File: src/rtl/iot_stream_filter.sv
// rtl/iot_stream_filter.sv - byte-serial IoT datum filter (max/min/avg/range/peak)
//
// Collects BYTES bytes (MSB first) per datum and ROUND data per round, then
// reports one result per round (MAX/MIN/AVG/PEAK) or one result per datum
// (EXTRACT/EXCLUDE range filtering).
//
// Optional feature macro: IOT_PEAK_EN enables PEAK_MAX/PEAK_MIN (fn_sel 110/111).
// Without it those encodings behave like the reserved code 000.
//
// Ports:
//   clk     - rising-edge clock
//   rst_n   - asynchronous active-low reset
//   in_en   - iot_in carries a byte this cycle
//   iot_in  - datum byte, most significant byte first
//   fn_sel  - function select, sampled on the first byte of each round
//   busy    - result cycle; bytes presented now are dropped
//   valid   - one-cycle pulse qualifying iot_out
//   iot_out - result datum, held while valid is low
module iot_stream_filter #(
    parameter int BYTES = 16,
    parameter int ROUND = 8,
    parameter logic [8*BYTES-1:0] LOW  = {4'h6, {(8*BYTES-4){1'b1}}},
    parameter logic [8*BYTES-1:0] HIGH = {4'hA, {(8*BYTES-4){1'b1}}}
) (
    input  logic                 clk,
    input  logic                 rst_n,
    input  logic                 in_en,
    input  logic [7:0]           iot_in,
    input  logic [2:0]           fn_sel,
    output logic                 busy,
    output logic                 valid,
    output logic [8*BYTES-1:0]   iot_out
);
    localparam int W  = 8 * BYTES;
    localparam int LR = $clog2(ROUND);
    localparam int BW = (BYTES > 1) ? $clog2(BYTES) : 1;
    localparam int SW = (W > 8) ? W - 8 : 1;

    localparam logic [2:0] FN_MAX     = 3'b001;
    localparam logic [2:0] FN_MIN     = 3'b010;
    localparam logic [2:0] FN_AVG     = 3'b011;
    localparam logic [2:0] FN_EXTRACT = 3'b100;
    localparam logic [2:0] FN_EXCLUDE = 3'b101;
`ifdef IOT_PEAK_EN
    localparam logic [2:0] FN_PMAX    = 3'b110;
    localparam logic [2:0] FN_PMIN    = 3'b111;
`endif

    typedef enum logic [1:0] {IDLE, ACC, OUT} state_t;

    state_t          r_state;
    logic            r_busy;
    logic            r_valid;
    logic [W-1:0]    r_out;
    logic [BW-1:0]   r_bcnt;
    logic [LR-1:0]   r_dcnt;
    logic [2:0]      r_fn;
    logic [SW-1:0]   r_shift;
    logic [W-1:0]    r_acc;
    logic [W+LR-1:0] r_sum;
`ifdef IOT_PEAK_EN
    logic [W-1:0]    r_peak;
    logic            r_peak_vld;
`endif

    logic            w_acc;
    logic            w_first;
    logic            w_dat_done;
    logic            w_rnd_done;
    logic [2:0]      w_fn;
    logic [W-1:0]    w_datum;
    logic [W-1:0]    w_max;
    logic [W-1:0]    w_min;
    logic [W+LR-1:0] w_sum;
    logic [W-1:0]    w_avg;
    logic            w_round_mode;
    logic            w_sel_min;

    assign w_acc      = in_en && !r_busy;
    // Counters are both zero only between rounds, so this marks a round start.
    assign w_first    = w_acc && (r_bcnt == '0) && (r_dcnt == '0);
    // The round's function comes straight from fn_sel on its first byte.
    assign w_fn       = w_first ? fn_sel : r_fn;
    assign w_dat_done = w_acc && (r_bcnt == BW'(BYTES - 1));
    assign w_rnd_done = w_dat_done && (r_dcnt == LR'(ROUND - 1));
    assign w_datum    = W'({r_shift, iot_in});

    // Strict compares keep the earlier datum on ties.
    assign w_max = ((r_dcnt == '0) || (w_datum > r_acc)) ? w_datum : r_acc;
    assign w_min = ((r_dcnt == '0) || (w_datum < r_acc)) ? w_datum : r_acc;
    assign w_sum = ((r_dcnt == '0) ? '0 : r_sum) + {{LR{1'b0}}, w_datum};
    assign w_avg = w_sum[W+LR-1:LR];

`ifdef IOT_PEAK_EN
    assign w_round_mode = (w_fn == FN_MAX) || (w_fn == FN_MIN) || (w_fn == FN_AVG) ||
                          (w_fn == FN_PMAX) || (w_fn == FN_PMIN);
    assign w_sel_min    = (w_fn == FN_MIN) || (w_fn == FN_PMIN);
`else
    assign w_round_mode = (w_fn == FN_MAX) || (w_fn == FN_MIN) || (w_fn == FN_AVG);
    assign w_sel_min    = (w_fn == FN_MIN);
`endif

    always_ff @(posedge clk or negedge rst_n) begin
        if (!rst_n) begin
            r_state    <= IDLE;
            r_busy     <= 1'b0;
            r_valid    <= 1'b0;
            r_out      <= '0;
            r_bcnt     <= '0;
            r_dcnt     <= '0;
            r_fn       <= 3'b000;
            r_shift    <= '0;
            r_acc      <= '0;
            r_sum      <= '0;
`ifdef IOT_PEAK_EN
            r_peak     <= '0;
            r_peak_vld <= 1'b0;
`endif
        end else begin
            r_valid <= 1'b0;

            case (r_state)
                IDLE: if (w_first) r_state <= ACC;
                ACC: if (w_rnd_done && w_round_mode) begin
                    r_state <= OUT;
                    r_busy  <= 1'b1;
                end
                OUT: begin
                    r_state <= ACC;
                    r_busy  <= 1'b0;
                end
                default: r_state <= IDLE;
            endcase

            if (w_acc) begin
                r_shift <= w_datum[SW-1:0];
                r_bcnt  <= w_dat_done ? '0 : r_bcnt + 1'b1;
                if (w_first) begin
                    r_fn <= fn_sel;
`ifdef IOT_PEAK_EN
                    if (fn_sel != r_fn) begin
                        r_peak_vld <= 1'b0;
                        r_peak     <= '0;
                    end
`endif
                end
                if (w_dat_done) begin
                    r_dcnt <= w_rnd_done ? '0 : r_dcnt + 1'b1;
                    r_sum  <= w_sum;
                    r_acc  <= w_sel_min ? w_min : w_max;
                    case (w_fn)
                        FN_MAX: if (w_rnd_done) begin
                            r_valid <= 1'b1;
                            r_out   <= w_max;
                        end
                        FN_MIN: if (w_rnd_done) begin
                            r_valid <= 1'b1;
                            r_out   <= w_min;
                        end
                        FN_AVG: if (w_rnd_done) begin
                            r_valid <= 1'b1;
                            r_out   <= w_avg;
                        end
                        FN_EXTRACT: if ((w_datum > LOW) && (w_datum < HIGH)) begin
                            r_valid <= 1'b1;
                            r_out   <= w_datum;
                        end
                        FN_EXCLUDE: if ((w_datum < LOW) || (w_datum > HIGH)) begin
                            r_valid <= 1'b1;
                            r_out   <= w_datum;
                        end
`ifdef IOT_PEAK_EN
                        FN_PMAX: if (w_rnd_done && (!r_peak_vld || (w_max > r_peak))) begin
                            r_valid    <= 1'b1;
                            r_out      <= w_max;
                            r_peak     <= w_max;
                            r_peak_vld <= 1'b1;
                        end
                        FN_PMIN: if (w_rnd_done && (!r_peak_vld || (w_min < r_peak))) begin
                            r_valid    <= 1'b1;
                            r_out      <= w_min;
                            r_peak     <= w_min;
                            r_peak_vld <= 1'b1;
                        end
`endif
                        default: ;
                    endcase
                end
            end
        end
    end

    assign busy    = r_busy;
    assign valid   = r_valid;
    assign iot_out = r_out;

endmodule

File: config.mk
export PLATFORM = sky130hd
export DESIGN_NAME = iot_stream_filter
export DESIGN_NICKNAME = d
export VERILOG_FILES = /design/src/rtl/iot_stream_filter.sv
export SDC_FILE = /design/constraint.sdc
export NUM_CORES = 2
export LEC_CHECK = 0
export BUFFER_PORTS_ARGS = -buffer_cell sky130_fd_sc_hd__buf_2
export CAP_MARGIN = 10
export CORE_UTILIZATION = 49
export DETAILED_ROUTE_END_ITERATION = 8
export PLACE_DENSITY = 0.75
export SLEW_MARGIN = 20
export SYNTH_ARGS = -nofsm -noshare
export SYNTH_HDL_FRONTEND = slang
export SYNTH_SLANG_ARGS = --single-unit
File: constraint.sdc
create_clock -name clk -period 4.79 [get_ports clk]
set_clock_uncertainty 0.1 [all_clocks]
set_input_delay 0.958 -clock clk [delete_from_list [all_inputs] [get_ports clk]]
set_output_delay 0.958 -clock clk [all_outputs]
set_load 0.005 [all_outputs]
==> flow_metrics.py <==
metrics = {
    "status": {
        "status": "finished, final reports clean",
    },
    "sta": {
        "rsz0062_at_grt": "yes",
        "period_needed_ns": 4.719,
        "tightest_slew_ns": 0.9326,
        "setup_tns_ns": 0,
        "fmax_mhz": 211.9,
        "slew_headroom": 0.3783,
        "period_share": 0.9853,
        "setup_viol": 0,
        "drv_slew": 0,
        "hold_viol": 0,
    },
    "cells_and_area": {
        "syn_to_final_growth_pct": 21.92,
        "drive_above_1_share": 0.2125,
        "final_util": 0.6078,
        "final_common_cell": "nand2_1",
        "seqCellArea_mm2": 0.01304,
        "finalNetCount": 5302,
        "multi_input_area_mm2": 0.02293,
        "final_cell_mix": "nand2_1 (680), buf_4 (540), dfrtp_1 (521)",
        "n_fill_cell": 6595,
        "diodes": 0,
    },
    "power_and_ir_drop": {
        "power.density_mw_per_mm2": 212.4,
        "ir_drop_mv": 0.2923,
        "p_leak_nw": 23.06,
    },
    "worst_setup_path": {
        "timing.critical_path.required_ns": 5.21,
        "cp_max_fo": 9,
        "worstPathArrival_ns": 5.14,
        "start_kind": "flop",
        "max_stage_delay_ns": 0.40,
        "crit_type": "flop to flop",
        "end_kind": "flop",
        "worst_path_most_repeated_cell": "buf_4",
        "slowest_stage": "fa_1",
        "crit_chain": "inv_1 -> ha_2 -> nand2b_4 -> buf_4 -> and2_1 -> ha_1 -> fa_1 -> a211oi_2 -> nor4_4 -> o21ai_2 -> buf_4 -> buf_4 -> nand3_1 -> and4_4 -> o211a_4 -> buf_4 -> o21a_1 -> o21ai_2 -> buf_4 -> a21o_1 -> a21oi_1 -> or3b_1",
    },
    "route": {
        "viasPerCell": 6.518,
        "drt_iter0_drc": 4924,
        "num_vias": 39390,
        "drc": 0,
        "first_pass_iters": 6,
        "wl_per_cell_um": 26.57,
        "ant_nets": 0,
        "drt_wl_total_mm": 160.5,
    },
    "floorplan": {
        "rows": 100,
        "core_mm2": 0.07482,
        "fp.dieW_um": 277.9,
        "die_h_um": 277.9,
        "ioPinCount": 144,
        "initial_core_util": 0.4986,
        "die-area_mm2": 0.07724,
    },
    "clock_network": {
        "cts-htree-levels": 2,
        "cts.reportedPaths.clkPinSlew_ns": 0.06,
        "ctsRootBufferMaster": "clkbuf_16",
        "postCtsHoldBufs": 0,
        "cts_sinks": 521,
        "numCtsBuffers": 60,
        "clock_path_buffers": 3,
        "cts_tree": "yes",
        "clk_latency_ns": 0.66,
    },
    "logic_synthesis": {
        "synth-main-ff-cell": "dfrtp_1",
        "yosysTopAreaCellShare": 0.3495,
        "synth_edf_count": 0,
        "mappedNetlistArea_mm2": 0.03730,
        "ys.warnings.count": 0,
        "synth.distinct_cells": 86,
        "yosys_register_bits": 521,
        "avgSynthCellArea_um2": 8.233,
        "synthCells": 4531,
        "seq_area_frac_synth": 0.3495,
        "synthArstFlopShare": 1.000,
        "synth_top_area_cell": "dfrtp_1",
        "syn_nets": 4807,
        "synthTopCellsByArea": "dfrtp_1 (35%), ha_1 (8.8%), nand2_1 (6.9%)",
    },
    "grt": {
        "grtUsageTotal": 0.4052,
        "grt_max_degree": 130,
        "grt_overflow": 0,
        "antenna_found_initial": 6,
        "grt_first_pass_wirelength_mm": 237.6,
        "first_global_vias": 37641,
    },
    "place": {
        "io_buffers": 143,
        "post-dp-hpwl_mm": 119.3,
        "gp_congestion": 1.040,
    },
    "run": {
        "drv_cap": 0,
    },
    "worst_hold_path": {
        "holdCritPathClass": "input port to async pin",
    },
}
final cells by class:
class | count | share of cell area
Multi-Input combinational cell | 3538 | 0.5043
Tap cell | 969 | 0.02666
Clock inverter | 28 | 0.008694
Inverter | 187 | 0.01546
Clock buffer | 82 | 0.03813
Sequential cell | 521 | 0.2867
Timing Repair Buffer | 718 | 0.1201
state kept, by name (all words and copies together), names as in the netlist, 2 cells and up:
signal	flops
r_acc	128
r_shift	120
r_bcnt	4
r_state	2
r_sum	131
iot_out	128
r_fn	3
r_dcnt	3
routing by layer:
| metal | GRT usage | routed length, um | vias to the layer above |
|---|---|---|---|
| met2 | 0.6137 | 69240 | 2517 |
| met5 | 0 | 13 | - |
| met1 | 0.5555 | 65840 | 19023 |
| li1 | - | - | 17380 |
| met4 | 0.1788 | 7912 | 2 |
| met3 | 0.08599 | 17540 | 468 |
through the flow:
step           hold slack [ns]  total power, mW  instance area, um^2  std cells  worst slack (ns)
2_1_floorplan           0.3141            4.533                37300       4531            0.3447
3_3_place_gp            0.3293            4.697                42930       5928           -0.3311
3_5_place_dp            0.3302            4.699                42930       5928           -0.3064
4_1_cts                 0.1825            9.684                45130       6039         -0.004485
5_1_grt                 0.2137            9.857                45480       6043          -0.04557
6_report                0.1593            9.659                45480       6043           0.07055
path summary, 6_finish.rpt:
kind	startpoint	endpoint	slack (ns)	cells past startpoint
max	r_dcnt[1]	iot_out[123]	0.07	22
min	rst_n	r_acc[83]	0.16	1
max reg2reg	r_dcnt[1]	iot_out[123]	0.07	22
min reg2reg	r_state[1]	r_state[1]	0.35	1
max in group asynchronous	rst_n	iot_out[3]	3.22	2
min in group clk	r_state[1]	r_state[1]	0.35	1
cells by family (layout without fill, tap and decap cells):
kind of cell / count (synthesis) / in the layout / share of synthesized area
simple gates: 1520 / 1520 / 0.1896
compound gates: 1459 / 1459 / 0.2432
flops: 521 / 521 / 0.3495
buf+inv: 472 / 1015 / 0.04900
fa+ha+maj: 262 / 262 / 0.08808
mux: 187 / 187 / 0.05481
xor+xnor: 110 / 110 / 0.02583
report_power, final:
part           internal, mW  switching (mW)  total [mW]  leakage, nW
Clock                  3.01            2.03        5.04         1.05
Sequential             4.41          0.0122        4.42         6.57
Combinational        0.0502           0.152       0.202         15.4
synth_stat cells, drive strengths merged, types with 42 or more instances:
cell type and number:
a211oi 51, a21o 117, a21oi 415, a221oi 65, a31oi 50, and2 139, buf 55, clkbuf 230
dfrtp 521, ha 261, inv 187, mux2 138, mux2i 49, nand2 683, nand3 58, nand4 146
nor2 281, nor3 42, o21ai 417, o21bai 43, o22ai 51, o31ai 49, xnor2 52, xor2 58
critical path: cells and delay by family, from the launching register on:
kind                       cells  cell delay (ns)
AOI/OAI and AO/OA              7             1.37
adders and majority gates      3             0.82
and+or+nand+nor                6             1.07
DFF                            1             0.38
buffers and inverters          6             0.84
repair_timing:
action | 4_1_cts | 5_1_grt
endpoints found under the hold margin | 0 | 0
gates resized for setup | 15 | 72
setup buffers | 1 | 4
pin swaps | 1 | 15
endpoints found under the setup margin | 32 | 206
Power figures use the tool's default switching activity.
